==> src/rtl/cpu_sequencer_pkg.sv <==
// Shared definitions for the CPU control sequencer: state encodings,
// opcode values and the opcode-class decoder used by the control unit.
package cpu_sequencer_pkg;

    typedef enum logic [2:0] {
        ST_IDLE   = 3'd0,
        ST_FETCH  = 3'd1,
        ST_DECODE = 3'd2,
        ST_EXEC   = 3'd3,
        ST_MEM    = 3'd4,
        ST_WB     = 3'd5,
        ST_HALT   = 3'd6,
        ST_FAULT  = 3'd7
    } state_e;

    typedef enum logic [2:0] {
        CLS_ALU   = 3'd0,
        CLS_ADDI  = 3'd1,
        CLS_LOAD  = 3'd2,
        CLS_STORE = 3'd3,
        CLS_BEQ   = 3'd4,
        CLS_NOP   = 3'd5,
        CLS_HALT  = 3'd6
    } op_class_e;

    localparam logic [3:0] OP_ADDI  = 4'h8;
    localparam logic [3:0] OP_LOAD  = 4'h9;
    localparam logic [3:0] OP_STORE = 4'hA;
    localparam logic [3:0] OP_BEQ   = 4'hB;
    localparam logic [3:0] OP_HALT  = 4'hF;

    // Map a raw 4-bit opcode onto its control class.
    function automatic op_class_e decode_class(input logic [3:0] op);
        op_class_e cls;
        if (op[3] == 1'b0) begin
            cls = CLS_ALU;
        end else begin
            case (op)
                OP_ADDI:  cls = CLS_ADDI;
                OP_LOAD:  cls = CLS_LOAD;
                OP_STORE: cls = CLS_STORE;
                OP_BEQ:   cls = CLS_BEQ;
                OP_HALT:  cls = CLS_HALT;
                default:  cls = CLS_NOP;
            endcase
        end
        return cls;
    endfunction

    // Classes that need a data-memory transaction.
    function automatic logic is_mem_class(input op_class_e cls);
        return (cls == CLS_LOAD) || (cls == CLS_STORE);
    endfunction

    // Classes that write a result into the register file.
    function automatic logic writes_reg(input op_class_e cls);
        return (cls == CLS_ALU) || (cls == CLS_ADDI) || (cls == CLS_LOAD);
    endfunction

endpackage

==> src/rtl/cpu_sequencer_timeout.sv <==
// MEM-state watchdog: counts cycles spent waiting for a memory ack and
// flags the final permitted cycle so the sequencer can divert to FAULT.
module seq_timeout_counter #(
    parameter int unsigned LIMIT = 8
) (
    input  logic clk_i,
    input  logic rst_i,
    input  logic clear_i,
    input  logic enable_i,
    output logic expired_o
);

    // Count value of the last allowed MEM cycle (first cycle reads 0).
    localparam logic [7:0] LAST_CYCLE = 8'(LIMIT - 1);

    logic [7:0] cnt_q;
    logic [7:0] cnt_d;

    // Next count: clear outside MEM, advance while waiting, hold once expired.
    always_comb begin
        cnt_d = cnt_q;
        if (clear_i) begin
            cnt_d = 8'd0;
        end else if (enable_i && !expired_o) begin
            cnt_d = cnt_q + 8'd1;
        end else begin
            cnt_d = cnt_q;
        end
    end

    // Count register with synchronous reset.
    always_ff @(posedge clk_i) begin
        if (rst_i) begin
            cnt_q <= 8'd0;
        end else begin
            cnt_q <= cnt_d;
        end
    end

    assign expired_o = (cnt_q == LAST_CYCLE);

endmodule

==> src/rtl/cpu_sequencer.sv <==
// Multi-cycle CPU control sequencer. Walks FETCH/DECODE/EXEC/(MEM)/WB per
// instruction, captures the opcode at DECODE and the compare flag at EXEC,
// and drives every control output from registers.
module cpu_sequencer
    import cpu_sequencer_pkg::*;
#(
    parameter int unsigned MEM_TIMEOUT = 8
) (
    input  logic       clk,
    input  logic       rst,
    input  logic       run,
    input  logic       step,
    input  logic [3:0] opcode,
    input  logic       compare,
    input  logic       mem_ack,
    output logic       ir_load,
    output logic       alu_en,
    output logic       mem_req,
    output logic       mem_we,
    output logic       reg_write,
    output logic       pc_en,
    output logic       branch_taken,
    output logic       halted,
    output logic       fault,
    output logic [2:0] state,
    output logic [7:0] instr_count
);

    state_e     state_q;
    state_e     state_d;
    logic [3:0] op_q;
    logic [3:0] op_d;
    logic       cmp_q;
    logic       cmp_d;
    logic [7:0] count_q;
    op_class_e  cls_q;
    op_class_e  cls_d;

    logic ir_load_q;
    logic alu_en_q;
    logic mem_req_q;
    logic mem_we_q;
    logic reg_write_q;
    logic pc_en_q;
    logic branch_q;
    logic halted_q;
    logic fault_q;

    logic tmo_clear_s;
    logic tmo_en_s;
    logic tmo_expired_s;

    assign cls_q = decode_class(op_q);
    assign cls_d = decode_class(op_d);

    assign tmo_clear_s = (state_q != ST_MEM);
    assign tmo_en_s    = (state_q == ST_MEM);

    seq_timeout_counter #(
        .LIMIT(MEM_TIMEOUT)
    ) u_timeout (
        .clk_i    (clk),
        .rst_i    (rst),
        .clear_i  (tmo_clear_s),
        .enable_i (tmo_en_s),
        .expired_o(tmo_expired_s)
    );

    // Next-state logic plus opcode/compare capture; after DECODE only op_q steers.
    always_comb begin
        state_d = state_q;
        op_d    = op_q;
        cmp_d   = cmp_q;
        case (state_q)
            ST_IDLE: begin
                if (run || step) begin
                    state_d = ST_FETCH;
                end else begin
                    state_d = ST_IDLE;
                end
            end
            ST_FETCH: begin
                state_d = ST_DECODE;
            end
            ST_DECODE: begin
                op_d = opcode;
                if (decode_class(opcode) == CLS_HALT) begin
                    state_d = ST_HALT;
                end else begin
                    state_d = ST_EXEC;
                end
            end
            ST_EXEC: begin
                cmp_d = compare;
                if (is_mem_class(cls_q)) begin
                    state_d = ST_MEM;
                end else begin
                    state_d = ST_WB;
                end
            end
            ST_MEM: begin
                // An ack in the last allowed cycle still completes the access.
                if (mem_ack) begin
                    state_d = ST_WB;
                end else if (tmo_expired_s) begin
                    state_d = ST_FAULT;
                end else begin
                    state_d = ST_MEM;
                end
            end
            ST_WB: begin
                if (run) begin
                    state_d = ST_FETCH;
                end else begin
                    state_d = ST_IDLE;
                end
            end
            ST_HALT: begin
                state_d = ST_HALT;
            end
            ST_FAULT: begin
                state_d = ST_FAULT;
            end
            default: begin
                state_d = ST_FAULT;
            end
        endcase
    end

    // State, captured operands, retire counter and registered control outputs.
    always_ff @(posedge clk) begin
        if (rst) begin
            state_q     <= ST_IDLE;
            op_q        <= 4'h0;
            cmp_q       <= 1'b0;
            count_q     <= 8'd0;
            ir_load_q   <= 1'b0;
            alu_en_q    <= 1'b0;
            mem_req_q   <= 1'b0;
            mem_we_q    <= 1'b0;
            reg_write_q <= 1'b0;
            pc_en_q     <= 1'b0;
            branch_q    <= 1'b0;
            halted_q    <= 1'b0;
            fault_q     <= 1'b0;
        end else begin
            state_q <= state_d;
            op_q    <= op_d;
            cmp_q   <= cmp_d;
            // An instruction retires on the edge that leaves WB.
            if (state_q == ST_WB) begin
                count_q <= count_q + 8'd1;
            end else begin
                count_q <= count_q;
            end
            ir_load_q   <= (state_d == ST_FETCH);
            alu_en_q    <= (state_d == ST_EXEC);
            mem_req_q   <= (state_d == ST_MEM);
            mem_we_q    <= (state_d == ST_MEM) && (cls_d == CLS_STORE);
            reg_write_q <= (state_d == ST_WB) && writes_reg(cls_d);
            pc_en_q     <= (state_d == ST_WB);
            branch_q    <= (state_d == ST_WB) && (cls_d == CLS_BEQ) && cmp_d;
            halted_q    <= (state_d == ST_HALT);
            fault_q     <= (state_d == ST_FAULT);
        end
    end

    assign state        = state_q;
    assign instr_count  = count_q;
    assign ir_load      = ir_load_q;
    assign alu_en       = alu_en_q;
    assign mem_req      = mem_req_q;
    assign mem_we       = mem_we_q;
    assign reg_write    = reg_write_q;
    assign pc_en        = pc_en_q;
    assign branch_taken = branch_q;
    assign halted       = halted_q;
    assign fault        = fault_q;

endmodule

==> config.mk <==
export PLATFORM = sky130hd
export DESIGN_NAME = cpu_sequencer
export DESIGN_NICKNAME = d
export VERILOG_FILES = /design/src/rtl/cpu_sequencer_pkg.sv /design/src/rtl/cpu_sequencer_timeout.sv /design/src/rtl/cpu_sequencer.sv
export SDC_FILE = /design/constraint.sdc
export NUM_CORES = 1
export LEC_CHECK = 0
export CORE_ASPECT_RATIO = 0.8
export CORE_UTILIZATION = 45
export CTS_CLUSTER_DIAMETER = 40
export CTS_CLUSTER_SIZE = 40
export DETAILED_ROUTE_END_ITERATION = 8
export PLACE_DENSITY = 0.71
export SYNTH_ARGS = -nofsm -noshare
export SYNTH_HDL_FRONTEND = slang
export SYNTH_SLANG_ARGS = --single-unit
==> constraint.sdc <==
create_clock -name clk -period 2.7 [get_ports clk]
set_input_delay 0.54 -clock clk [delete_from_list [all_inputs] [get_ports clk]]
set_output_delay 0.54 -clock clk [all_outputs]
set_load 0.03 [all_outputs]
==> flow_metrics.env <==
export IMPL_finalSetupTns_ns=0
export IMPL_ios=30
export IMPL_path_cells="clkdlybuf4s50_1"
export IMPL_dr_pass1_iters=4
export IMPL_areaGrowthSynthToFinish_pct=25.7
export IMPL_synthTopCellsByCount="dfxtp_1 (33), nor2_1 (22), nand2_1 (8), xnor2_1 (8), nand4_1 (7)"
export IMPL_synth_xor_area_share_pct=8.17
export IMPL_yosysMostFrequentCell="dfxtp_1"
export IMPL_p_per_area_nw_per_um2=698
export IMPL_syn_inst=156
export IMPL_tightest_slew_ns=0.544
export IMPL_drive_above_1_share_pct=8.56
export IMPL_ys_seq_area_share_pct=44.0
export IMPL_hpwl_um=2310
export IMPL_grt_usage_pct=20.4
export IMPL_crit_family="buffers and inverters"
export IMPL_ys_flop_type="dfxtp_1"
export IMPL_htree_levels=2
export IMPL_cp_start_kind="register"
export IMPL_cts_tree="built"
export IMPL_cts_resized=0
export IMPL_synth_compound_area_share_pct=10.6
export IMPL_required_ns=2.16
export IMPL_hold_buffers=0
export IMPL_drt_wl_total_um=3170
export IMPL_gp_congestion=0.796
export IMPL_start_util_pct=48.0
export IMPL_synth_simple_area_share_pct=28.5
export IMPL_yosysTopAreaCell="dfxtp_1"
export IMPL_rrSetupSlack_ns=0.78
export IMPL_synth_avg_cell_area_um2=9.62
export IMPL_max_stage_delay_ns=0.77
export IMPL_status="completed"
export IMPL_fmax_mhz=442
export IMPL_clock_skew_ns=0.00411
export IMPL_synthAdderAreaFrac_pct=1.67
export IMPL_ys_ff_latch=33
export IMPL_path_clk_slew_ns=0.06
export IMPL_cp_slowest_cell="clkdlybuf4s50_1"
export IMPL_cp_end_kind="output pin"
export IMPL_portBuffers=29
export IMPL_hold_violations=0
export IMPL_vias_per_cell=5.42
export IMPL_rsz0062_at_grt="no"
export IMPL_yosys_area_top_type_share_pct=44.0
export IMPL_synthMuxAreaShare_pct=3.67
export IMPL_cts_root_buf="clkbuf_8"
export IMPL_grt_overflow_total=0
export IMPL_die_width_um=66.6
export IMPL_synth_top_family_by_area="simple AND/OR/NAND/NOR gates"
export IMPL_grt_pass1_vias=1129
export IMPL_max_slew_margin_pct=63.7
export IMPL_grt_max_degree=16
export IMPL_ys_top_cells_by_area="dfxtp_1 (44%), nor2_1 (5.5%), xnor2_1 (4.7%)"
export IMPL_total_leakage_power_nw=0.648
export IMPL_cp_num_buf_inv=1
export IMPL_diodes=0
export IMPL_path_class="reg -> out"
export IMPL_cts_buffer_depth=2
export IMPL_ant_nets=0
export IMPL_vdd_drop_max_mv=0.390
export IMPL_hold_ws_ns=0.495
export IMPL_setup_viol=0
export IMPL_cp_data_arrival_time_ns=1.72
export IMPL_post_route_period_util_pct=83.7
export IMPL_grt_pass1_wl_um=5260
export IMPL_die_h_um=53.7
export IMPL_yosysWarnings=0
export IMPL_clk_insertion_delay_late_ns=0.29
export IMPL_synth_area_um2=1500
export IMPL_slew_violations=0
export IMPL_via_count=1230
export IMPL_synth_cell_type_count=45
export IMPL_rows=18
export IMPL_power_mw=1.32
export IMPL_drtIter0Drc=73
export IMPL_max_cap_violations=0
export IMPL_hold_path_class="reg -> reg"
export IMPL_die_area_um2=3570
export IMPL_synth_edf_count=0
export IMPL_post_drt_wl_per_cell_um=14.0
export IMPL_drc=0
export IMPL_period_needed_ns=2.26
export IMPL_critPathMaxFanout=15
export IMPL_nets=198
export IMPL_ys_async_sr_fraction_pct=0
export IMPL_cts_setup_buffers=0
export IMPL_cts_inserted_buffers=5
export IMPL_antenna_found_initial=0
export IMPL_synth_nets=168
export IMPL_cts_sinks=33
export IMPL_core_region_area_um2=3130
[placed cells by master (no fill, tap or decap), drive strengths merged, types with 4 or more instances in the layout]
cell type and n:
a21oi 6, nor2 22, and3b 4, nand4 7, dfxtp 33, nor3 4, clkbuf 6, mux2i 4
xor2 6, nand2 8, clkdlybuf4s50 29, xnor2 8
[per-layer routing]
| layer | global-route usage (%) | vias to the layer above | share of wire, % |
|---|---|---|---|
| li1 | - | 619 | - |
| met1 | 28.1 | 561 | 53 |
| met3 | 5.72 | 5 | 6.1 |
| met4 | 9.93 | 0 | 1.2 |
| met5 | 0 | - | 0 |
| met2 | 29.3 | 45 | 39 |
[worst paths after layout]
kind / from / to / cells after the start
setup reg to reg: state[1] / mem_we / 4
setup / recovery: state[0] / state[0] / 1
hold reg to reg: cmp_q / cmp_q / 2
hold / removal: cmp_q / cmp_q / 2
[final cells by class]
class | instances | area (µm²)
clock inverter | 2 | 10.0
fill | 259 | 1240
inverter | 2 | 7.51
sequential | 33 | 661
timing repair buffer | 30 | 298
multi-input combinational | 114 | 790
tap | 40 | 50.0
clock buffer | 6 | 72.6
[worst min-delay path: stages, from the launching register on]
cell and delay, ns:
dfxtp_1 0.31, mux2i_1 0.07, nor2_1 0.08
[logic make-up after synthesis]
logic type	count (synthesis)
and+or+nand+nor	72
DFF	33
AOI/OAI and AO/OA	21
xor gates and xnor gates	14
buffers and inverters	9
muxes	5
adders and majority gates	2
[registers in the layout, indices dropped and copies added, names as in the netlist, 3 cells and up]
register and flops:
instr_count 8, op_q 4, state 3, u_timeout.cnt_q 8
[stage by stage]
step,setup WS [ns],area (µm²),util [%],instances
after floorplan,1.04,1500,-,156
after global placement,0.671,1810,57.7,219
after detailed placement,0.572,1810,57.7,219
after CTS,0.450,1890,60.3,227
after global routing,0.365,1890,60.3,227
final,0.440,1890,60.3,227
[power by group]
group / leakage [nW] / internal (mW) / total (mW) / switching, mW
Sequential: 0.267 / 0.527 / 0.597 / 0.0697
Combinational: 0.336 / 0.178 / 0.369 / 0.191
Clock: 0.0450 / 0.178 / 0.353 / 0.175
Power figures use the tool's default switching activity.
